### src/rtl/lsu_pkg.sv
// lsu_pkg: shared funct3 codes, FSM encoding and lane helpers for the load/store unit.
package lsu_pkg;

    localparam logic [2:0] F3_B  = 3'b000;
    localparam logic [2:0] F3_H  = 3'b001;
    localparam logic [2:0] F3_W  = 3'b010;
    localparam logic [2:0] F3_BU = 3'b100;
    localparam logic [2:0] F3_HU = 3'b101;

    localparam logic [3:0] BE_B = 4'b0001;
    localparam logic [3:0] BE_H = 4'b0011;
    localparam logic [3:0] BE_W = 4'b1111;

    typedef enum logic [1:0] {IDLE, REQ, WAIT, RESP} state_t;

    function automatic logic legal_f3(input logic st, input logic [2:0] f3);
        return st ? (f3 == F3_B || f3 == F3_H || f3 == F3_W)
                  : (f3 != 3'b011 && f3 != 3'b110 && f3 != 3'b111);
    endfunction

    // funct3[1:0] carries the access size for every legal code
    function automatic logic misaligned(input logic [2:0] f3, input logic [1:0] a);
        return (f3[1:0] == 2'b01 && a[0]) || (f3[1:0] == 2'b10 && a != 2'b00);
    endfunction

    function automatic logic [3:0] byte_en(input logic [2:0] f3, input logic [1:0] a);
        return f3[1:0] == 2'b00 ? BE_B << a :
               f3[1:0] == 2'b01 ? BE_H << {a[1], 1'b0} : BE_W;
    endfunction

    function automatic logic [31:0] lane_data(input logic [2:0] f3, input logic [31:0] wd);
        return f3[1:0] == 2'b00 ? {4{wd[7:0]}} :
               f3[1:0] == 2'b01 ? {2{wd[15:0]}} : wd;
    endfunction

endpackage

### src/rtl/lsu_load_align.sv
// lsu_load_align: selects the addressed byte/half/word of a bus word and extends it.
module lsu_load_align
    import lsu_pkg::*;
(
    input  logic [2:0]  funct3,
    input  logic [1:0]  addr_lo,
    input  logic [31:0] word,
    output logic [31:0] data
);

    logic [31:0] sh;

    always_comb begin
        sh   = word >> {addr_lo, 3'b000};
        data = funct3 == F3_B  ? {{24{sh[7]}}, sh[7:0]} :
               funct3 == F3_H  ? {{16{sh[15]}}, sh[15:0]} :
               funct3 == F3_BU ? {24'b0, sh[7:0]} :
               funct3 == F3_HU ? {16'b0, sh[15:0]} : sh;
    end

endmodule

### src/rtl/lsu_bus_master.sv
// lsu_bus_master: single-outstanding load/store initiator with alignment,
// funct3 legality and bus-timeout checking.
module lsu_bus_master
    import lsu_pkg::*;
#(
    parameter int ADDR_W         = 32,
    parameter int TIMEOUT_CYCLES = 255,
    parameter int CNT_W          = 8
) (
    input  logic              clk,
    input  logic              rst_n,
    input  logic              req_valid,
    output logic              req_ready,
    input  logic              req_is_store,
    input  logic [2:0]        req_funct3,
    input  logic [ADDR_W-1:0] req_addr,
    input  logic [31:0]       req_wdata,
    input  logic [4:0]        req_rd,
    output logic              resp_valid,
    input  logic              resp_ready,
    output logic [31:0]       resp_rdata,
    output logic [4:0]        resp_rd,
    output logic              resp_misaligned,
    output logic              resp_illegal,
    output logic              resp_bus_err,
    output logic [ADDR_W-1:0] resp_fault_addr,
    output logic              mem_req,
    output logic              mem_we,
    output logic [ADDR_W-1:0] mem_addr,
    output logic [3:0]        mem_be,
    output logic [31:0]       mem_wdata,
    input  logic              mem_gnt,
    input  logic              mem_rvalid,
    input  logic [31:0]       mem_rdata
);

    state_t            state, state_nx;
    logic [CNT_W-1:0]  cnt;
    logic              st_q, mis_q, ill_q, berr_q;
    logic [2:0]        f3_q;
    logic [ADDR_W-1:0] addr_q;
    logic [31:0]       wdata_q, rdata_q, ext;
    logic [4:0]        rd_q;
    logic              busy, done, timeout, ill_in, mis_in;

    always_comb begin
        ill_in  = !legal_f3(req_is_store, req_funct3);
        mis_in  = misaligned(req_funct3, req_addr[1:0]);
        busy    = state == REQ || state == WAIT;
        done    = (state == REQ && mem_gnt && mem_rvalid) || (state == WAIT && mem_rvalid);
        timeout = busy && cnt == CNT_W'(TIMEOUT_CYCLES - 1);
    end

    lsu_load_align u_align (
        .funct3  (f3_q),
        .addr_lo (addr_q[1:0]),
        .word    (mem_rdata),
        .data    (ext)
    );

    always_ff @(posedge clk or negedge rst_n) begin
        if (!rst_n)
            state <= IDLE;
        else
            state <= state_nx;
    end

    always_comb begin
        state_nx = state;
        case (state)
            IDLE:    state_nx = !req_valid ? IDLE : (ill_in || mis_in) ? RESP : REQ;
            REQ:     state_nx = (done || timeout) ? RESP : mem_gnt ? WAIT : REQ;
            WAIT:    state_nx = (done || timeout) ? RESP : WAIT;
            RESP:    state_nx = resp_ready ? IDLE : RESP;
            default: state_nx = IDLE;
        endcase
    end

    always_ff @(posedge clk or negedge rst_n) begin
        if (!rst_n) begin
            cnt     <= '0;
            st_q    <= 1'b0;
            f3_q    <= '0;
            addr_q  <= '0;
            wdata_q <= '0;
            rd_q    <= '0;
            rdata_q <= '0;
            mis_q   <= 1'b0;
            ill_q   <= 1'b0;
            berr_q  <= 1'b0;
        end else begin
            cnt <= busy ? cnt + 1'b1 : '0;
            if (state == IDLE && req_valid) begin
                st_q    <= req_is_store;
                f3_q    <= req_funct3;
                addr_q  <= req_addr;
                wdata_q <= req_wdata;
                rd_q    <= req_rd;
                ill_q   <= ill_in;
                mis_q   <= !ill_in && mis_in;
                berr_q  <= 1'b0;
                rdata_q <= '0;
            end
            if (done && !st_q)
                rdata_q <= ext;
            // a completion in the final allowed cycle still wins over the timeout
            if (timeout && !done)
                berr_q <= 1'b1;
        end
    end

    always_comb begin
        req_ready       = state == IDLE;
        mem_req         = state == REQ;
        mem_we          = mem_req && st_q;
        mem_addr        = mem_req ? {addr_q[ADDR_W-1:2], 2'b00} : '0;
        mem_be          = mem_req ? byte_en(f3_q, addr_q[1:0]) : '0;
        mem_wdata       = mem_we ? lane_data(f3_q, wdata_q) : '0;
        resp_valid      = state == RESP;
        resp_rdata      = resp_valid ? rdata_q : '0;
        resp_rd         = resp_valid ? rd_q : '0;
        resp_misaligned = resp_valid && mis_q;
        resp_illegal    = resp_valid && ill_q;
        resp_bus_err    = resp_valid && berr_q;
        resp_fault_addr = (resp_valid && (mis_q || ill_q || berr_q)) ? addr_q : '0;
    end

endmodule
### config.mk
export PLATFORM = sky130hd
export DESIGN_NAME = lsu_bus_master
export DESIGN_NICKNAME = d
export VERILOG_FILES = /design/src/rtl/lsu_pkg.sv /design/src/rtl/lsu_load_align.sv /design/src/rtl/lsu_bus_master.sv
export SDC_FILE = /design/constraint.sdc
export NUM_CORES = 1
export LEC_CHECK = 0
export BUFFER_PORTS_ARGS = -buffer_cell sky130_fd_sc_hd__buf_2
export CORE_MARGIN = 1
export CORE_UTILIZATION = 45
export DETAILED_ROUTE_END_ITERATION = 6
export GPL_ROUTABILITY_DRIVEN = 0
export PLACE_DENSITY = 0.8
export SETUP_SLACK_MARGIN = 0.15
export SLEW_MARGIN = 10
export SYNTH_ARGS = -nofsm -noshare
export SYNTH_HDL_FRONTEND = slang
export SYNTH_SLANG_ARGS = --single-unit
### constraint.sdc
create_clock -name clk -period 2.25 [get_ports clk]
set_clock_uncertainty 0.15 [all_clocks]
set_input_delay 0.225 -clock clk [delete_from_list [all_inputs] [get_ports clk]]
set_output_delay 0.225 -clock clk [all_outputs]
set_load 0.005 [all_outputs]
==> results of run 1 <==
[final cells by class]
type | count | area, um2
inverter | 6 | 25.0
clock buffer | 18 | 429
clock inverter | 14 | 184
sequential | 118 | 2950
fill | 916 | 3800
timing repair buffer | 385 | 2890
multi-input combinational | 463 | 3530
tap | 180 | 225
[through the flow]
step | cells | power [mW] | area (um2) | setup WS [ns]
after detailed placement | 1043 | 8.88 | 8080 | 0.246
after global placement | 1043 | 8.75 | 8080 | 0.292
after global routing | 1184 | 14.1 | 10200 | -0.169
after floorplan | 635 | 6.99 | 6540 | 0.240
after CTS | 1175 | 12.7 | 9960 | -0.0437
final | 1184 | 13.5 | 10200 | -0.0935
[repair_timing]
| item | CTS | global route |
|---|---|---|
| setup buffers | 14 | 4 |
| hold buffers | 77 | 0 |
| endpoints found under the setup margin | 99 | 148 |
| pin swaps | 5 | 9 |
| endpoints found under the hold margin | 106 | 0 |
| gates cloned | 9 | 5 |
| resized for setup | 34 | 27 |
[sequential cells by signal, summed over array words and instances (netlist names)]
name,count
addr_q,32
rdata_q,32
st_q,1
cnt,8
rd_q,5
wdata_q,32
f3_q,3
mis_q,1
berr_q,1
ill_q,1
state,2
[per-layer routing]
layer	share of wire (%)	wire, um
met2	49	11700
met1	39	9220
met3	8.0	1900
met4	4.1	984
met5	0	0
[cell usage in the layout, fill, tap and decap left out, types with 3 or more instances in the layout]
cell type	n
buf_2	250
nor2b_4	6
o21ai_0	9
nor2_2	7
mux2_2	82
bufbuf_16	3
xnor2_1	5
and2_1	75
mux2i_1	24
o21a_1	3
buf_12	11
dfrtp_1	118
a211o_1	7
a22o_1	9
a22oi_1	16
buf_8	3
a21oi_2	13
a211oi_1	7
a21oi_1	46
nand2_1	31
buf_16	6
buf_6	6
dlygate4sd3_1	77
nor2_1	24
inv_1	5
clkinvlp_4	4
nor2b_1	39
and3_1	9
ha_1	3
bufinv_16	4
nand3_1	15
clkbuf_16	20
clkinv_2	5
buf_4	26
[critical path, stage by stage (launching register included)]
cell and delay, ns:
dfrtp_1 0.42, ha_4 0.19, and2_4 0.15, nor3_4 0.18, buf_4 0.13, buf_6 0.12, buf_16 0.15, nor2b_1 0.06
buf_2 0.13
[cell families after synthesis]
family                   Yosys count  synth area share, %
XOR/XNOR                           6                0.804
adder cells (fa/ha/maj)            6                 1.15
flip-flops                       118                 45.2
buffers and inverters             54                 3.62
other                              1               0.0574
multiplexers                     107                 18.1
AO/OA/AOI/OAI                    121                 12.6
AND/OR/NAND/NOR                  221                 18.5
[worst min path at each step]
| stage | slack (ns) | to |
|---|---|---|
| 2_1_floorplan | -0.22 | addr_q[0]$_DFFE_PN0P_ |
| 3_3_place_gp | 0.05 | rdata_q[14]$_DFFE_PN0P_ |
| 3_5_place_dp | 0.04 | rdata_q[14]$_DFFE_PN0P_ |
| 4_1_cts | 0.006 | rdata_q[24]$_DFFE_PN0P_ |
| 5_1_grt | 0.03 | rdata_q[27]$_DFFE_PN0P_ |
| 6_report | 0.04 | rdata_q[27]$_DFFE_PN0P_ |
[where the power goes]
part	switching (mW)	internal [mW]
Sequential	0.790	3.03
Clock	0.992	1.84
Combinational	3.29	3.53
Total	5.07	8.40
==> impl_metrics.env, run 1 <==
export IMPL_vias_per_cell=5.55
export IMPL_period_share_pct=104
export IMPL_utilization_pct=72.9
export IMPL_rr_startpoint="state[0]$_DFF_PN0_"
export IMPL_min_path_cells=3
export IMPL_synthTopCellsByCount="dfrtp_1, mux2_2, and2_1"
export IMPL_rows=43
export IMPL_track_usage_pct=31.5
export IMPL_synth_main_ff_cell="dfrtp_1"
export IMPL_crit_start="state[0]$_DFF_PN0_"
export IMPL_outcome="finished, violations left"
export IMPL_grt_busiest_layer="met2"
export IMPL_synthDominantCellAreaShare_pct=45.2
export IMPL_cp_start_kind="flop"
export IMPL_crit_path_max_fanout=8
export IMPL_grt_use_met1_pct=38.2
export IMPL_fin_tns_setup_ns=-2.97
export IMPL_vias=6577
export IMPL_drc=0
export IMPL_drt_total_wl_mm=23.8
export IMPL_grt_pass1_wl_mm=35.0
export IMPL_ant_nets=0
export IMPL_core_um2=14000
export IMPL_worst_setup_path_type="reg2out"
export IMPL_fin_nets=1108
export IMPL_cap_violations=0
export IMPL_slew_violations=0
export IMPL_rsz0062_at_grt="yes"
export IMPL_grt_pass1_vias=6382
export IMPL_whs_ns=0.0370
export IMPL_cts_made_buffers=17
export IMPL_synth_area_leader_cell="dfrtp_1"
export IMPL_yosys_cell_types_count=47
export IMPL_use_met2_pct=51.2
export IMPL_first_pass_iters=6
export IMPL_portBuffers=252
export IMPL_dieArea_um2=15000
export IMPL_ys_ff_latch=118
export IMPL_netlist_area_um2=6540
export IMPL_drive_above_1_share_pct=46.2
export IMPL_drt_initial_drc_count=567
export IMPL_min_path_type="in2reg"
export IMPL_ys_warn_count=0
export IMPL_die_y_um=123
export IMPL_tritoncts="done"
export IMPL_worstPathArrival_ns=1.97
export IMPL_hold_path_startpoint="mem_rdata[27]"
export IMPL_wl_per_cell_um=20.1
export IMPL_leakage_nw=5.15
export IMPL_fmax_mhz=427
export IMPL_crit_path_end_kind="output port"
export IMPL_clock_sinks=118
export IMPL_fp_dieW_um=123
export IMPL_required_ns=1.88
export IMPL_h_tree_depth=4
export IMPL_reg2reg_to="rdata_q[24]$_DFFE_PN0P_"
export IMPL_synthTopCellsByArea="dfrtp_1, mux2_2, and2_1"
export IMPL_ios=255
export IMPL_dp_hpwl_mm=13.7
export IMPL_grt_overflow=0
export IMPL_powerDensity_nw_per_um2=1320
export IMPL_antenna_found_initial=0
export IMPL_clkTransAtPathRegs_ns=0.06
export IMPL_fin_ws_ns=-0.0935
export IMPL_grt_max_degree=54
export IMPL_yosysSeqAreaShare_pct=45.2
export IMPL_syn_inst=634
export IMPL_ff2ff_setup_slack_ns=0.12
export IMPL_initial_core_util_pct=46.6
export IMPL_antenna_cells=0
export IMPL_reg2regPathDepth=9
export IMPL_synth_edf_count=0
export IMPL_critical_path_endpoint="resp_fault_addr[24]"
export IMPL_postSynthAreaPerCell_um2=10.3
export IMPL_cts_path_max_buffers=2
export IMPL_use_met3_pct=8.13
export IMPL_setup_violations_final=65
export IMPL_yosysMostFrequentCell="dfrtp_1"
export IMPL_violations="setup timing"
export IMPL_min_period_ns=2.34
export IMPL_async_flop_share_pct=100
export IMPL_clock_latency_ns=0.42
export IMPL_ir_drop_mv=0.875
export IMPL_finalHoldViolCount=0
export IMPL_syn_to_final_growth_pct=56.6
export IMPL_clock_root_buffer="clkbuf_16"
Power figures use the tool's default switching activity.
==> inputs of run 2 (changes only) <==
PLACE_DENSITY = 0.79   (was 0.8)
REMOVE_ABC_BUFFERS = 1   (was unset)
SYNTH_HIERARCHICAL = 1   (was unset)
==> impl_metrics.env, run 2 <==
export IMPL_cap_violations=0
export IMPL_ff2ff_setup_slack_ns=0.23
export IMPL_drc=0
export IMPL_rsz0062_at_grt="yes"
export IMPL_worstPathArrival_ns=1.91
export IMPL_cts_made_buffers=17
export IMPL_crit_path_end_kind="output port"
export IMPL_grt_max_degree=43
export IMPL_yosys_cell_types_count=42
export IMPL_grt_pass1_vias=6562
export IMPL_initial_core_util_pct=46.7
export IMPL_min_path_type="in2reg"
export IMPL_syn_to_final_growth_pct=53.1
export IMPL_yosysSeqAreaShare_pct=42.9
export IMPL_setup_violations_final=30
export IMPL_synth_area_leader_cell="dfrtp_1"
export IMPL_clock_root_buffer="clkbuf_16"
export IMPL_first_pass_iters=5
export IMPL_leakage_nw=5.20
export IMPL_synth_main_ff_cell="dfrtp_1"
export IMPL_netlist_area_um2=6890
export IMPL_cp_start_kind="flop"
export IMPL_stdcell_count=1250
export IMPL_p_total_mw=14.1
export IMPL_tightest_slew_ns=0.638
export IMPL_utilization_pct=71.5
export IMPL_crit_path_max_fanout=8
export IMPL_wl_per_cell_um=18.3
export IMPL_antenna_found_initial=0
export IMPL_yosysMostFrequentCell="dfrtp_1"
export IMPL_grt_pass1_wl_mm=32.9
export IMPL_async_flop_share_pct=100
export IMPL_ir_drop_mv=0.808
export IMPL_grt_overflow=0
export IMPL_finalHoldViolCount=0
export IMPL_reg_top3="addr_q (32), rdata_q (32), wdata_q (32)"
export IMPL_cts_path_max_buffers=2
export IMPL_fin_ws_ns=-0.0380
export IMPL_syn_inst=703
export IMPL_slew_violations=0
export IMPL_ys_warn_count=6
export IMPL_drt_total_wl_mm=22.9
export IMPL_synthTopCellsByArea="dfrtp_1, mux2_2, mux2i_1"
export IMPL_ant_nets=0
export IMPL_postSynthAreaPerCell_um2=9.80
export IMPL_rows=44
export IMPL_drt_initial_drc_count=374
export IMPL_portBuffers=252
export IMPL_clock_sinks=118
export IMPL_tritoncts="done"
export IMPL_period_share_pct=102
export IMPL_final_common_cell="buf_2"
export IMPL_worst_setup_path_type="reg2out"
export IMPL_synthDominantCellAreaShare_pct=42.9
export IMPL_synthTopCellsByCount="dfrtp_1, mux2_2, nand2_1"
export IMPL_min_period_ns=2.29
export IMPL_layout_common_cells="buf_2, dfrtp_1, mux2_2"
export IMPL_drive_above_1_share_pct=46.3
export IMPL_dp_hpwl_mm=13.1
export IMPL_fmax_mhz=437
export IMPL_synth_edf_count=0
export IMPL_antenna_cells=0
export IMPL_relSlewSlack_pct=57.4
export IMPL_track_usage_pct=26.3
export IMPL_clock_latency_ns=0.41
export IMPL_powerDensity_nw_per_um2=1340
export IMPL_h_tree_depth=4
export IMPL_required_ns=1.88
export IMPL_vias_per_cell=5.31
export IMPL_ios=255
export IMPL_dieArea_um2=15800
export IMPL_ys_ff_latch=118
export IMPL_placed_cells=1121
export IMPL_clkTransAtPathRegs_ns=0.06
export IMPL_core_um2=14800
export IMPL_outcome="finished, violations left"
export IMPL_fin_nets=1170
export IMPL_die_y_um=126
export IMPL_violations="setup timing"
export IMPL_fp_dieW_um=126
export IMPL_whs_ns=0.0381
export IMPL_vias=6641
==> run 2: cell types whose count changed in the layout (fill, tap and decap cells not counted), moves of 16 or more <==
cell     previous run  this run
nand2_1            31        73
inv_1               5        39
mux2i_1            24        56
and2_1             75        57
buf_6               6        23
a22oi_1            16         0
==> run 2: where the power goes <==
group | leakage (nW) | switching, mW | internal [mW]
registers | 1.46 | 0.853 | 3.11
clock network | 0.300 | 0.970 | 1.94
logic | 3.44 | 3.54 | 3.69
==> run 2: worst max-delay path: stages, from the launching register on <==
cell and delay (ns):
dfrtp_2 0.45, ha_4 0.19, and2_4 0.15, nor3_4 0.21, buf_6 0.16, clkbuf_16 0.15, nor2b_1 0.05, buf_2 0.13
==> run 2: timing repair <==
item	4_1_cts	5_1_grt
gates resized for setup	17	98
hold buffers	73	0
pin swaps	2	19
gates cloned	1	7
endpoints found under the hold margin	191	0
endpoints found under the setup margin	91	137
setup buffers	10	6
==> run 2: kinds of logic after synthesis <==
logic type,Yosys count,synth area share (%)
simple gates,249,19.0
compound gates,91,7.26
buf+inv,89,6.34
flops,118,42.9
fa+ha+maj,6,1.09
mux,146,23.0
other cells,1,0.0544
xor+xnor,3,0.381
==> run 2: final cells by class <==
type	count	area (um2)
Sequential cell	118	2960
Tap cell	184	230
Multi-Input combinational cell	497	3810
Clock buffer	24	482
Fill cell	1000	4210
Clock inverter	8	145
Inverter	42	165
Timing Repair Buffer	377	2760
==> run 2: through the flow <==
| stage | TNS, ns | setup slack (ns) | instance area (um2) |
|---|---|---|---|
| 3_3_place_gp | 0 | 0.336 | 8420 |
| 5_1_grt | -2.64 | -0.103 | 10500 |
| 3_5_place_dp | 0 | 0.285 | 8420 |
| 4_1_cts | 0 | 0.0148 | 9940 |
| 2_1_floorplan | -141.94 | -1.27 | 6620 |
| 6_report | -0.436 | -0.0380 | 10500 |
==> run 2: path summary, 6_finish.rpt <==
check,from,endpoint,depth (start not counted)
worst min-delay path,req_addr[0],addr_q[0]$_DFFE_PN0P_,2
worst max register to register,state[1]$_DFF_PN0_,addr_q[0]$_DFFE_PN0P_,6
max in group asynchronous,rst_n,rd_q[3]$_DFFE_PN0P_,3
worst min register to register,rd_q[2]$_DFFE_PN0P_,rd_q[2]$_DFFE_PN0P_,1
worst max-delay path,state[0]$_DFF_PN0_,resp_fault_addr[24],7
min in group asynchronous,rst_n,addr_q[21]$_DFFE_PN0P_,2
==> run 2: layer usage <==
layer / track usage, % / vias to the layer above / share of wire, %
met1: 30.5 / 3217 / 40
li1: - / 3063 / -
met3: 7.48 / 45 / 6.5
met5: 0 / - / 0
met4: 9.21 / 0 / 2.1
met2: 46.5 / 316 / 52
